### src/rtl/iq_pkg.sv
// Shared definitions for the instruction queue and decode: field widths, NOP opcode, width helpers.
// Optional parity support in the queue is enabled by defining IQ_PARITY_EN.
package iq_pkg;

    localparam int IQ_INSTR_W   = 32;
    localparam int IQ_OPCODE_W  = 4;
    localparam int IQ_OPERAND_W = IQ_INSTR_W - IQ_OPCODE_W;
    localparam int IQ_OPCODE_LSB = IQ_INSTR_W - IQ_OPCODE_W;

    localparam logic [IQ_OPCODE_W-1:0] OPCODE_NOP = '1;

    function automatic int iq_cnt_w(input int depth);
        return $clog2(depth + 1);
    endfunction

    function automatic int iq_ptr_w(input int depth);
        return (depth > 1) ? $clog2(depth) : 1;
    endfunction

endpackage

### src/rtl/iq_ptr.sv
// Modulo-DEPTH pointer with increment and synchronous clear; clear wins over increment.
// Latency: one cycle from i_inc/i_clr to o_ptr. No backpressure of its own.
module iq_ptr
    import iq_pkg::*;
#(
    parameter int DEPTH = 4
) (
    input  logic                        clk,
    input  logic                        rst_n,
    input  logic                        i_clr,
    input  logic                        i_inc,
    output logic [iq_ptr_w(DEPTH)-1:0]  o_ptr
);

    localparam int PTR_W = iq_ptr_w(DEPTH);
    localparam logic [PTR_W-1:0] LAST = PTR_W'(DEPTH - 1);

    logic [PTR_W-1:0] r_ptr;

    // Explicit wrap so non-power-of-two depths work.
    always_ff @(posedge clk or negedge rst_n) begin
        if (!rst_n) begin
            r_ptr <= '0;
        end else if (i_clr) begin
            r_ptr <= '0;
        end else if (i_inc) begin
            r_ptr <= (r_ptr == LAST) ? '0 : r_ptr + 1'b1;
        end
    end

    assign o_ptr = r_ptr;

endmodule

### src/rtl/instr_queue_reg.sv
// DEPTH-entry show-ahead instruction queue between fetch and decode; head split into opcode/operand.
// Latency 1 cycle push-to-head; in_ready drops at count==DEPTH; flush clears. IQ_PARITY_EN adds parity.
module instr_queue_reg
    import iq_pkg::*;
#(
    parameter int INSTR_W  = 32,
    parameter int OPCODE_W = 4,
    parameter int DEPTH    = 4
) (
    input  logic                          clk,
    input  logic                          rst_n,
    input  logic                          flush,
    input  logic                          in_valid,
    output logic                          in_ready,
    input  logic [INSTR_W-1:0]            in_data,
    output logic                          out_valid,
    input  logic                          out_ready,
    output logic [OPCODE_W-1:0]           out_opcode,
    output logic [INSTR_W-OPCODE_W-1:0]   out_operand,
    output logic [iq_cnt_w(DEPTH)-1:0]    count
`ifdef IQ_PARITY_EN
    ,
    input  logic                          in_parity,
    output logic                          out_par_err
`endif
);

    localparam int CNT_W     = iq_cnt_w(DEPTH);
    localparam int PTR_W     = iq_ptr_w(DEPTH);
    localparam int OPERAND_W = INSTR_W - OPCODE_W;

    logic [INSTR_W-1:0] r_mem [DEPTH];
    logic [CNT_W-1:0]   r_count;
    logic [PTR_W-1:0]   w_wr_ptr;
    logic [PTR_W-1:0]   w_rd_ptr;
    logic               w_push;
    logic               w_pop;
    logic [INSTR_W-1:0] w_head;

    assign in_ready  = (r_count < CNT_W'(DEPTH));
    assign out_valid = (r_count != '0);
    assign w_push    = in_valid & in_ready & ~flush;
    assign w_pop     = out_valid & out_ready & ~flush;
    assign count     = r_count;
    assign w_head    = r_mem[w_rd_ptr];

    iq_ptr #(.DEPTH(DEPTH)) u_wr_ptr (
        .clk   (clk),
        .rst_n (rst_n),
        .i_clr (flush),
        .i_inc (w_push),
        .o_ptr (w_wr_ptr)
    );

    iq_ptr #(.DEPTH(DEPTH)) u_rd_ptr (
        .clk   (clk),
        .rst_n (rst_n),
        .i_clr (flush),
        .i_inc (w_pop),
        .o_ptr (w_rd_ptr)
    );

    // Storage carries no reset; validity is tracked solely by r_count.
    always_ff @(posedge clk) begin
        if (w_push) begin
            r_mem[w_wr_ptr] <= in_data;
        end
    end

    always_ff @(posedge clk or negedge rst_n) begin
        if (!rst_n) begin
            r_count <= '0;
        end else if (flush) begin
            r_count <= '0;
        end else begin
            case ({w_push, w_pop})
                2'b10:   r_count <= r_count + 1'b1;
                2'b01:   r_count <= r_count - 1'b1;
                default: r_count <= r_count;
            endcase
        end
    end

    // Empty queue presents a NOP rather than whatever sits in storage.
    always_comb begin
        out_opcode  = '1;
        out_operand = '0;
        if (out_valid) begin
            out_opcode  = w_head[INSTR_W-1 -: OPCODE_W];
            out_operand = w_head[OPERAND_W-1:0];
        end
    end

`ifdef IQ_PARITY_EN
    logic r_par [DEPTH];

    always_ff @(posedge clk) begin
        if (w_push) begin
            r_par[w_wr_ptr] <= in_parity;
        end
    end

    assign out_par_err = out_valid & (^{w_head, r_par[w_rd_ptr]});
`endif

endmodule

### config.mk
export PLATFORM = sky130hd
export DESIGN_NAME = instr_queue_reg
export DESIGN_NICKNAME = d
export VERILOG_FILES = /design/src/rtl/iq_pkg.sv /design/src/rtl/iq_ptr.sv /design/src/rtl/instr_queue_reg.sv
export SDC_FILE = /design/constraint.sdc
export NUM_CORES = 1
export LEC_CHECK = 0
export CORE_MARGIN = 3
export CORE_UTILIZATION = 49
export DETAILED_ROUTE_END_ITERATION = 12
export PLACE_DENSITY_LB_ADDON = 0.12
export SLEW_MARGIN = 20
export SYNTH_ARGS = -nofsm -noshare
export SYNTH_HDL_FRONTEND = slang
export SYNTH_HIERARCHICAL = 1
export SYNTH_SLANG_ARGS = --single-unit
### constraint.sdc
create_clock -name clk -period 12.05 [get_ports clk]
set_clock_uncertainty 0.1 [all_clocks]
set_input_delay 2.41 -clock clk [delete_from_list [all_inputs] [get_ports clk]]
set_output_delay 2.41 -clock clk [all_outputs]
set_load 0.02 [all_outputs]
After elaboration in Yosys (flattened, before gate mapping)

Memory sizes are Yosys's and may differ from the RTL's.
Index checks and enable logic that the tools add are counted.
W data, S select, Z words.

Multiplexer cells: 12
Reductions and logical operators: 4
Magnitude comparators: 1
Add/subtract/negate cells: 4
Equality and inequality tests: 4
Bitwise logic cells: 5

Operators with widths:

| operator              | count |
|---|---|
| $mux W28              | 1 |
| $mux W2               | 6 |
| $eq A2 B2 Y1 const B  | 3 |
| $pmux W3 S2           | 1 |
| $reduce_bool A3 Y1    | 2 |
| $add A2 B1 Y2 const B | 2 |
| $and A1 B1 Y1         | 4 |
| $mux W4               | 1 |
| $reduce_bool A2 Y1    | 2 |
| $add A3 B1 Y3 const B | 1 |
| $lt A3 B3 Y1 const B  | 1 |
| $mux W3               | 1 |
| $sub A3 B1 Y3 const B | 1 |
| $eq A2 B1 Y1 const B  | 1 |
| $mux W1               | 2 |
| $not A1 Y1            | 1 |

Flip-flop bits (word level): 7
Input bits: 37
Memories: 1
Bits in writable memories: 128
Output and inout bits: 37

Memory list:

| name  | words | bits a word | rd ports | clocked after Yosys merged registers in | write ports | line                  | text |
|---|---|---|---|---|---|---|---|
| r_mem | 4     | 32          | 1        | 0                                       | 1           | instr_queue_reg.sv:32 | `logic [INSTR_W-1:0] r_mem [DEPTH];` |

Depth between registers and ports, before layout

Gate-level depths: netlist of the first run.

Depth in word-level cells: 6
Mapped depth: 7
Depth with buffers taken out: 7

By module

The synthesis of the first run kept the hierarchy.

By module, submodules not included:

| module          | cells an instance | area each (um^2) | instances |
|---|---|---|---|
| instr_queue_reg | 237               | 5233.8           | 1 |
| iq_ptr          | 8                 | 100.1            | 2 |

Least setup slack after synthesis of the first run

Ideal clock, no wire load.

Path type: input to register
Start: in flush
End: mem r_mem[1][0], enable pin
Setup slack: 6.254 ns
Data arrival time: 5.228 ns
Cell stages on the path: 2
Path through: or3b_4 nor3b_1

Longest elaborated chain between the ends: 4

RTL lines:

| element                       | line                  | text |
|---|---|---|
| start: declaration            | instr_queue_reg.sv:12 | `input logic flush,` |
| $not A1 Y1                    | instr_queue_reg.sv:42 | `assign w_push = in_valid & in_ready & ~flush;` |
| $and A1 B1 Y1                 | instr_queue_reg.sv:42 |  |
| $mux W1                       | instr_queue_reg.sv:65 | `if (w_push) begin` |
| $mux W1 (not written as such) | instr_queue_reg.sv:66 | `r_mem[w_wr_ptr] <= in_data;` |
| end: declaration              | instr_queue_reg.sv:32 |  |

Every way passes these cells.

Worst setup path in the final report of the first run

Start: reg u_rd_ptr.r_ptr[0], in the netlist u_rd_ptr/o_ptr[0]
End: out out_opcode[3]

Longest elaborated chain between the ends: 2

RTL lines:

| element                  | line                  | text |
|---|---|---|
| start: declaration       | iq_ptr.sv:18          | `logic [PTR_W-1:0] r_ptr;` |
| start signal: assignment | iq_ptr.sv:27          | `r_ptr <= (r_ptr == LAST) ? '0 : r_ptr + 1'b1;` |
| $mem_v2 Z4 W32           | -                     |  |
| $mux W4                  | instr_queue_reg.sv:88 | `if (out_valid) begin` |
| end: declaration         | instr_queue_reg.sv:18 | `output logic [OPCODE_W-1:0] out_opcode,` |

Every way passes these cells.

==> impl_metrics.json, run 1 <==
{
  "status": "complete, no violations",
  "cts.htree.levels": 4,
  "row_count": 37,
  "antenna_found_initial": 0,
  "n_fill_cell": 736,
  "slew_viol_final": 0,
  "viasPerCell": 5.464,
  "die_h_um": 111.3,
  "post_cts_buffers": 0,
  "synth-main-ff-cell": "edfxtp_1",
  "syn_area_mm2": 0.005434,
  "area_growth_pct": 26.92,
  "grt_max_degree": 36,
  "grt_pass1_vias": 2772,
  "path_buf_inv": 1,
  "die-area_mm2": 0.01239,
  "tightest_slew_ns": 1.011,
  "finalSetupTns_ns": 0,
  "tritoncts": "done",
  "netlist_instances": 253,
  "clockBufferDepth": 2,
  "final_hold_viol_count": 0,
  "synthArstFlopShare": 0.05185,
  "placedCellCount": 454,
  "synth_edf_count": 128,
  "grt_busiest_layer": "met2",
  "crit_path_end_kind": "output pin",
  "synth-seq-cells": 135,
  "post_synth.cell_area_avg_um2": 21.48,
  "grtUsageTotal": 0.1625,
  "synth_fa_ha_area_frac": 0.008289,
  "cts.repair.resized": 0,
  "fin_crit_ns": 5.524,
  "start_kind": "flip-flop",
  "setup_ws_ns": 6.526,
  "cts_buffers": 17,
  "coreArea_mm2": 0.01056,
  "mostFrequentLayoutCells": "128 x edfxtp_1, 73 x clkdlybuf4s50_1, 28 x mux4_1, 28 x and2_1, 16 x clkbuf_16",
  "crit_family": "flip-flops",
  "final_common_cell": "edfxtp_1",
  "grt-ovfl-total": 0,
  "synth-simple-area-share": 0.06700,
  "synth_xor_area_frac": 0.001612,
  "ys_types": 36,
  "dr.pass1.iters": 4,
  "ant_nets": 0,
  "synth_nets": 293,
  "critPathMaxStageDelay_ns": 1.01,
  "drt-total-wl_mm": 9.361,
  "crit_type": "reg -> out",
  "final_util": 0.6534,
  "rsz0062_at_grt": "false",
  "synthMuxAreaShare": 0.1557,
  "die_w_um": 111.3,
  "clock_latency_ns": 0.51,
  "grt_use_met1": 0.2007,
  "gp_congestion": 0.7581,
  "wl_per_cell_um": 19.22,
  "hp-class": "reg -> reg",
  "fmax_mhz": 181.0,
  "drive_gt1_frac": 0.1429,
  "crit_chain": "mux4_1 > or2_2 > clkdlybuf4s50_1",
  "max_slew_margin": 0.3245,
  "met2_usage": 0.2674,
  "route.detailed.drc": 0,
  "pre_cts_slack_ns": 6.925,
  "setup_violations": 0,
  "vias": 2661,
  "cts-root-buf": "clkbuf_8",
  "drt-initial-drc-count": 151,
  "synth_seq_area_share": 0.7396,
  "cp.required_ns": 9.54,
  "crit_arrival_ns": 3.01,
  "final-instance-count-excl-fill": 487,
  "cap_viol_max_count": 0,
  "ys_warn_count": 6,
  "peakVddDrop_uv": 141.5,
  "holdBufCountCts": 0,
  "synth_top_family_by_area": "multiplexers",
  "start_util": 0.5148,
  "clkTransAtPathRegs_ns": 0.06,
  "p_leak_nw": 2.291,
  "path_max_fanout": 35,
  "grt_pass1_wl_mm": 15.03,
  "hpwlAfterDp_mm": 5.245,
  "min_period_over_period": 0.4585,
  "cts.sinks": 135,
  "io_pins": 74,
  "power.density_mw_per_mm2": 175.4,
  "final_nets": 377,
  "globalRouteMet3Util": 0.06550,
  "io_buffers": 73,
  "slowest_stage": "dfrtp_2",
  "synth_compound_area_frac": 0.008519
}
## state kept, by name (all words and copies together) (netlist names)
register,flops
u_rd_ptr/o_ptr,2
count,3
r_mem,128
u_wr_ptr/o_ptr,2
## synth_stat cells (all sizes together), types with 2 or more instances
cell    number  area [um^2]
o21ai        2        10.01
nand3        4        20.02
nand2        2        7.510
nor2         6        22.52
nand4        2        12.51
clkbuf       3        11.26
nand2b       3        18.77
dfrtp        7        175.2
inv          3        11.26
buf          7        82.58
ha           2        25.02
mux2i        2        20.02
or3b         3        28.78
a21oi        3        22.52
mux4        32        825.8
edfxtp     128         3844
or2          4        25.02
nor3         3        20.02
and2        28        175.2
## area by class of cell
cell class                      instances  area [um^2]  area share
Sequential cell                       135         4021      0.5831
Multi-Input combinational cell        105         1329      0.1927
Timing Repair Buffer                   75        745.7      0.1081
Clock buffer                           17        414.1     0.06005
Clock inverter                         15        202.7     0.02939
Tap cell                              136        170.2     0.02467
Inverter                                3        11.26    0.001633
Antenna cell                            1        2.502   0.0003628
## stage by stage
step / hold slack, ns / instance area [um^2] / power (mW)
finish: 0.5498 / 6897 / 1.210
global route: 0.6209 / 6894 / 1.256
CTS: 0.5515 / 6894 / 1.223
detailed placement: 0.5469 / 6277 / 0.6951
global placement: 0.5378 / 6277 / 0.6929
floorplan: 0.4684 / 5434 / 0.6245
## report_power, final
group | leakage [nW] | switching [mW] | internal [mW] | total (mW)
Sequential | 1.25 | 0.0105 | 0.526 | 0.537
Clock | 0.294 | 0.190 | 0.337 | 0.527
Combinational | 0.743 | 0.0715 | 0.0742 | 0.146
## routing by layer
metal | share of wire | vias up | routed length, um
met5 | 0 | - | 0
met4 | 0.011 | 0 | 102
met3 | 0.056 | 10 | 526
met2 | 0.51 | 66 | 4804
met1 | 0.42 | 1365 | 3927
li1 | - | 1220 | -
## cell families after synthesis
logic type / after synthesis
xor+xnor: 1
simple gates: 60
compound gates: 7
fa+ha+maj: 3
buf+inv: 13
mux: 34
flops: 135
## worst paths after layout
| kind | slack, ns | depth (start not counted) | endpoint | from |
|---|---|---|---|---|
| setup / recovery | 6.53 | 3 | out_opcode[3] | u_rd_ptr/o_ptr[0] |
| hold / removal | 0.55 | 2 | count[2] | count[2] |
| setup reg to reg | 9.60 | 7 | count[2] | count[2] |
| hold reg to reg | 0.55 | 2 | count[2] | count[2] |
| max in group asynchronous | 9.53 | 1 | u_rd_ptr/o_ptr[0] | rst_n |
| min in group asynchronous | 2.06 | 1 | count[0] | rst_n |
## tightest hold or removal path: cells and delay by family, from the launching register on
family / cells / cell delay [ns]
DFF: 1 / 0.45
and+or+nand+nor: 1 / 0.09
AOI/OAI and AO/OA: 1 / 0.07
Power figures use the tool's default switching activity.
==> run 2, diff against run 1 <==
==> constraint.sdc (replaced) <==
create_clock -name clk -period 4.5 [get_ports clk]
set_clock_uncertainty 0.1 [all_clocks]
set_input_delay 0.9 -clock clk [delete_from_list [all_inputs] [get_ports clk]]
set_output_delay 0.9 -clock clk [all_outputs]
set_load 0.02 [all_outputs]
==> impl_metrics.json, run 2 (synthesis gave the netlist of run 1 again) <==
{
  "tritoncts": "done",
  "area_growth_pct": 27.22,
  "cts-root-buf": "clkbuf_8",
  "finalSetupTns_ns": 0,
  "crit_type": "reg -> out",
  "dr.pass1.iters": 6,
  "crit_arrival_ns": 2.98,
  "power.density_mw_per_mm2": 462.2,
  "drt-initial-drc-count": 168,
  "p_leak_nw": 2.292,
  "top_register": "r_mem",
  "clock_latency_ns": 0.51,
  "max_slew_margin": 0.3704,
  "min_period_over_period": 0.8855,
  "peakVddDrop_uv": 260.1,
  "crit_chain": "buf_4 > mux4_1 > and2_1 > clkdlybuf4s50_1",
  "clockBufferDepth": 2,
  "tightest_slew_ns": 0.9433,
  "multi_input_comb_area_mm2": 0.001329,
  "cts.sinks": 135,
  "antennaDiodeCount": 0,
  "seqCellArea_mm2": 0.004021,
  "cp.required_ns": 3.50,
  "cp-startpoint": "u_rd_ptr/o_ptr[0]",
  "route.detailed.drc": 0,
  "hp-class": "reg -> reg",
  "die-area_mm2": 0.01239,
  "row_count": 37,
  "clkTransAtPathRegs_ns": 0.06,
  "n_fill_cell": 722,
  "crit_family": "buffers and inverters",
  "mostFrequentLayoutCells": "128 x edfxtp_1, 73 x clkdlybuf4s50_1, 28 x mux4_1, 28 x and2_1, 16 x clkbuf_16",
  "coreArea_mm2": 0.01056,
  "crit_path_end_kind": "output pin",
  "holdBufCountCts": 0,
  "final_util": 0.6549,
  "grt_pass1_wl_mm": 15.37,
  "wl_per_cell_um": 19.47,
  "io_pins": 74,
  "status": "complete, no violations",
  "final_nets": 381,
  "final_hold_viol_count": 0,
  "grtUsageTotal": 0.1638,
  "cap_viol_max_count": 0,
  "gp_congestion": 0.7448,
  "slew_viol_final": 0,
  "setup_violations": 0,
  "rsz0062_at_grt": "false",
  "cts_buffers": 17,
  "grt-ovfl-total": 0,
  "drt-total-wl_mm": 9.542,
  "hold_path.startpoint": "count[2]",
  "start_util": 0.5148,
  "fin_crit_ns": 3.985,
  "vias": 2675,
  "drive_gt1_frac": 0.1525,
  "power.total_mw": 3.195,
  "cts.repair.resized": 0,
  "die_h_um": 111.3,
  "viasPerCell": 5.459,
  "critPathMaxStageDelay_ns": 0.85,
  "grt_pass1_vias": 2860,
  "ant_nets": 0,
  "start_kind": "flip-flop",
  "largest_reg_flops": 128,
  "grt_max_degree": 35,
  "fin_hold_ws_ns": 0.5436,
  "die_w_um": 111.3,
  "slowest_stage": "dfrtp_2",
  "hpwlAfterDp_mm": 5.589,
  "cts.htree.levels": 4,
  "path_max_fanout": 26,
  "final_common_cell": "edfxtp_1",
  "io_buffers": 73,
  "post_cts_buffers": 0,
  "path_buf_inv": 2,
  "antenna_found_initial": 0,
  "fmax_mhz": 251.0,
  "r2r-start": "count[2]"
}
## run 2: routing by layer
layer	wire length [um]	up-vias	global-route usage
met4	87	0	0.04704
met5	0	-	0
met3	553	11	0.05295
met1	4067	1362	0.2028
li1	-	1231	-
met2	4833	71	0.2791
## run 2: worst reg2reg max path, stage by stage, from the launching register on
cell and delay [ns]:
dfrtp_1 0.44, or3b_4 0.46, inv_2 0.14, nor3_1 0.08, fa_1 0.40, nand2b_1 0.16, or4_1 0.40, a31oi_1 0.17
## run 2: layout make-up
cell class                      count  share of cell area
Inverter                            3            0.001629
Tap cell                          136             0.02462
Clock buffer                       18             0.06045
Clock inverter                     14             0.02534
Sequential cell                   135              0.5817
Timing Repair Buffer               79              0.1140
Multi-Input combinational cell    105              0.1922
## run 2: stage by stage
stage,instances,setup WS [ns],instance area [um^2]
floorplan,253,0.2137,5434
global placement,458,0.9664,6320
detailed placement,458,0.9093,6320
CTS,490,0.4659,6913
global route,490,0.3641,6913
finish,490,0.5152,6913
## run 2: power by group
| part | switching [mW] | leakage (nW) | total, mW | internal (mW) |
|---|---|---|---|---|
| registers | 0.0251 | 1.25 | 1.43 | 1.41 |
| clock network | 0.518 | 0.270 | 1.36 | 0.847 |
| logic | 0.196 | 0.767 | 0.396 | 0.200 |
## run 2: path summary, 6_finish.rpt
kind | to | slack [ns] | cells past startpoint
max | out_operand[22] | 0.52 | 4
min | count[2] | 0.54 | 2
max reg2reg | count[2] | 2.06 | 7
min reg2reg | count[2] | 0.54 | 2
max in group asynchronous | u_rd_ptr/o_ptr[1] | 3.46 | 1
min in group asynchronous | count[0] | 0.56 | 1
==> run 3, diff against run 2 <==
--- a/config.mk
+++ b/config.mk
@@ -5,8 +5,11 @@
 export SDC_FILE = /design/constraint.sdc
 export NUM_CORES = 1
 export LEC_CHECK = 0
+export CELL_PAD_IN_SITES_DETAIL_PLACEMENT = 1
+export CELL_PAD_IN_SITES_GLOBAL_PLACEMENT = 2
 export CORE_MARGIN = 3
-export CORE_UTILIZATION = 49
+export CORE_UTILIZATION = 39
+export CTS_BUF_LIST = sky130_fd_sc_hd__clkbuf_8
 export DETAILED_ROUTE_END_ITERATION = 12
 export PLACE_DENSITY_LB_ADDON = 0.12
 export SLEW_MARGIN = 20
==> impl_metrics.json, run 3 (synthesis gave the netlist of run 1 again) <==
{
  "slowest_stage": "dfrtp_2",
  "rsz0062_at_grt": "false",
  "wl_per_cell_um": 20.01,
  "final_nets": 380,
  "crit_arrival_ns": 2.98,
  "dr.pass1.iters": 4,
  "power.density_mw_per_mm2": 432.5,
  "slew_viol_final": 0,
  "route.detailed.drc": 0,
  "status": "complete, no violations",
  "grt_use_met1": 0.1755,
  "crit_path_end_kind": "output pin",
  "die_w_um": 124.0,
  "multi_input_comb_area_mm2": 0.001329,
  "reg2reg_slack_ns": 1.99,
  "placedCellCount": 497,
  "area_growth_pct": 25.24,
  "finalInstanceArea_mm2": 0.006805,
  "min_period_over_period": 0.8847,
  "cts.htree.levels": 4,
  "top_register": "r_mem",
  "r2r-start": "count[2]",
  "critPathMaxStageDelay_ns": 1.05,
  "antenna_found_initial": 0,
  "path_buf_inv": 1,
  "fin_crit_ns": 3.981,
  "final_common_cell": "edfxtp_1",
  "start_util": 0.4039,
  "met2_usage": 0.2473,
  "fin_hold_ws_ns": 0.5918,
  "cp.depth": 3,
  "crit_type": "reg -> out",
  "path_max_fanout": 35,
  "cts.repair.resized": 0,
  "seqCellArea_mm2": 0.004021,
  "globalRouteMet3Util": 0.04632,
  "final_util": 0.5059,
  "viasPerCell": 5.070,
  "n_fill_cell": 1271,
  "cts.sinks": 135,
  "mostFrequentLayoutCells": "128 x edfxtp_1, 73 x clkdlybuf4s50_1, 28 x mux4_1, 28 x and2_1, 17 x clkbuf_8",
  "clkTransAtPathRegs_ns": 0.08,
  "coreArea_mm2": 0.01345,
  "final_hold_viol_count": 0,
  "tritoncts": "done",
  "grt_busiest_layer": "met2",
  "cp-startpoint": "u_rd_ptr/o_ptr[0]",
  "drive_gt1_frac": 0.1473,
  "grt-ovfl-total": 0,
  "hpwlAfterDp_mm": 6.236,
  "hp-class": "reg -> reg",
  "post_dp_cell_area_mm2": 0.006362,
  "setup_violations": 0,
  "drt-initial-drc-count": 227,
  "r2r-end": "count[2]",
  "start_kind": "flip-flop",
  "clockBufferDepth": 2,
  "max_slew_margin": 0.3131,
  "power.total_mw": 2.943,
  "drt-total-wl_mm": 10.58,
  "crit_chain": "mux4_1 > or2_2 > clkdlybuf4s50_1",
  "die_h_um": 124.0,
  "post_cts_buffers": 0,
  "antennaDiodeCount": 0,
  "peakVddDrop_uv": 216.7,
  "holdBufCountCts": 0,
  "cts-root-buf": "clkbuf_8",
  "cp.required_ns": 3.50,
  "io_pins": 74,
  "grtUsageTotal": 0.1471,
  "pre_cts_slack_ns": 0.8849,
  "fmax_mhz": 251.2,
  "ant_nets": 0,
  "setup_ws_ns": 0.5186,
  "final-instance-count-excl-fill": 529,
  "cap_viol_max_count": 0,
  "vias": 2682,
  "io_buffers": 73,
  "gp_congestion": 0.7414,
  "crit_family": "flip-flops",
  "reg2regPathDepth": 7,
  "cts_buffers": 17,
  "tightest_slew_ns": 1.030,
  "crit_path_end": "out_opcode[0]",
  "die-area_mm2": 0.01539,
  "p_leak_nw": 2.233,
  "grt_pass1_vias": 2894,
  "grt_pass1_wl_mm": 16.08,
  "largest_reg_flops": 128,
  "finalSetupTns_ns": 0,
  "grt_max_degree": 36,
  "row_count": 42,
  "clock_latency_ns": 0.44
}
[run 3: cell count changes in the layout (fill, tap and decap cells not counted), sizes merged]
| cell | change |
|---|---|
| clkbuf | -1 |
| inv | -2 |
| clkinv | +4 |
| bufinv | +2 |
| clkinvlp | -3 |
| buf | -1 |
[run 3: final cells by class]
type                       instances  area share
sequential                       135      0.5909
clock inverter                    15     0.03070
tap                              176     0.03236
multi-input combinational        105      0.1953
clock buffer                      17     0.03438
inverter                           3    0.001655
timing repair buffer              78      0.1147
[run 3: worst min path at each step]
| stage | from | end | depth (start not counted) |
|---|---|---|---|
| 2_1_floorplan | u_wr_ptr/o_ptr[1] | u_wr_ptr/o_ptr[1] | 2 |
| 3_3_place_gp | count[2] | count[2] | 2 |
| 3_5_place_dp | count[2] | count[2] | 2 |
| 4_1_cts | count[2] | count[2] | 2 |
| 5_1_grt | rst_n | count[0] | 1 |
| 6_report | count[2] | count[2] | 2 |
[run 3: report_power, final]
| group | total [mW] | internal (mW) | switching, mW |
|---|---|---|---|
| logic | 0.402 | 0.202 | 0.200 |
| clock network | 1.10 | 0.651 | 0.453 |
| registers | 1.44 | 1.41 | 0.0296 |
| total | 2.94 | 2.26 | 0.682 |
[run 3: worst reg2reg max path: cells and delay by family (launching register included)]
| kind | cells | cell delay (ns) |
|---|---|---|
| flops | 1 | 0.47 |
| compound gates | 1 | 0.18 |
| simple gates | 4 | 1.13 |
| fa+ha+maj | 1 | 0.40 |
| buf+inv | 1 | 0.16 |
[run 3: layer usage]
layer | up-vias | share of wire
met5 | - | 0
met2 | 64 | 0.51
met4 | 0 | 0.017
met3 | 15 | 0.047
li1 | 1219 | -
met1 | 1384 | 0.42
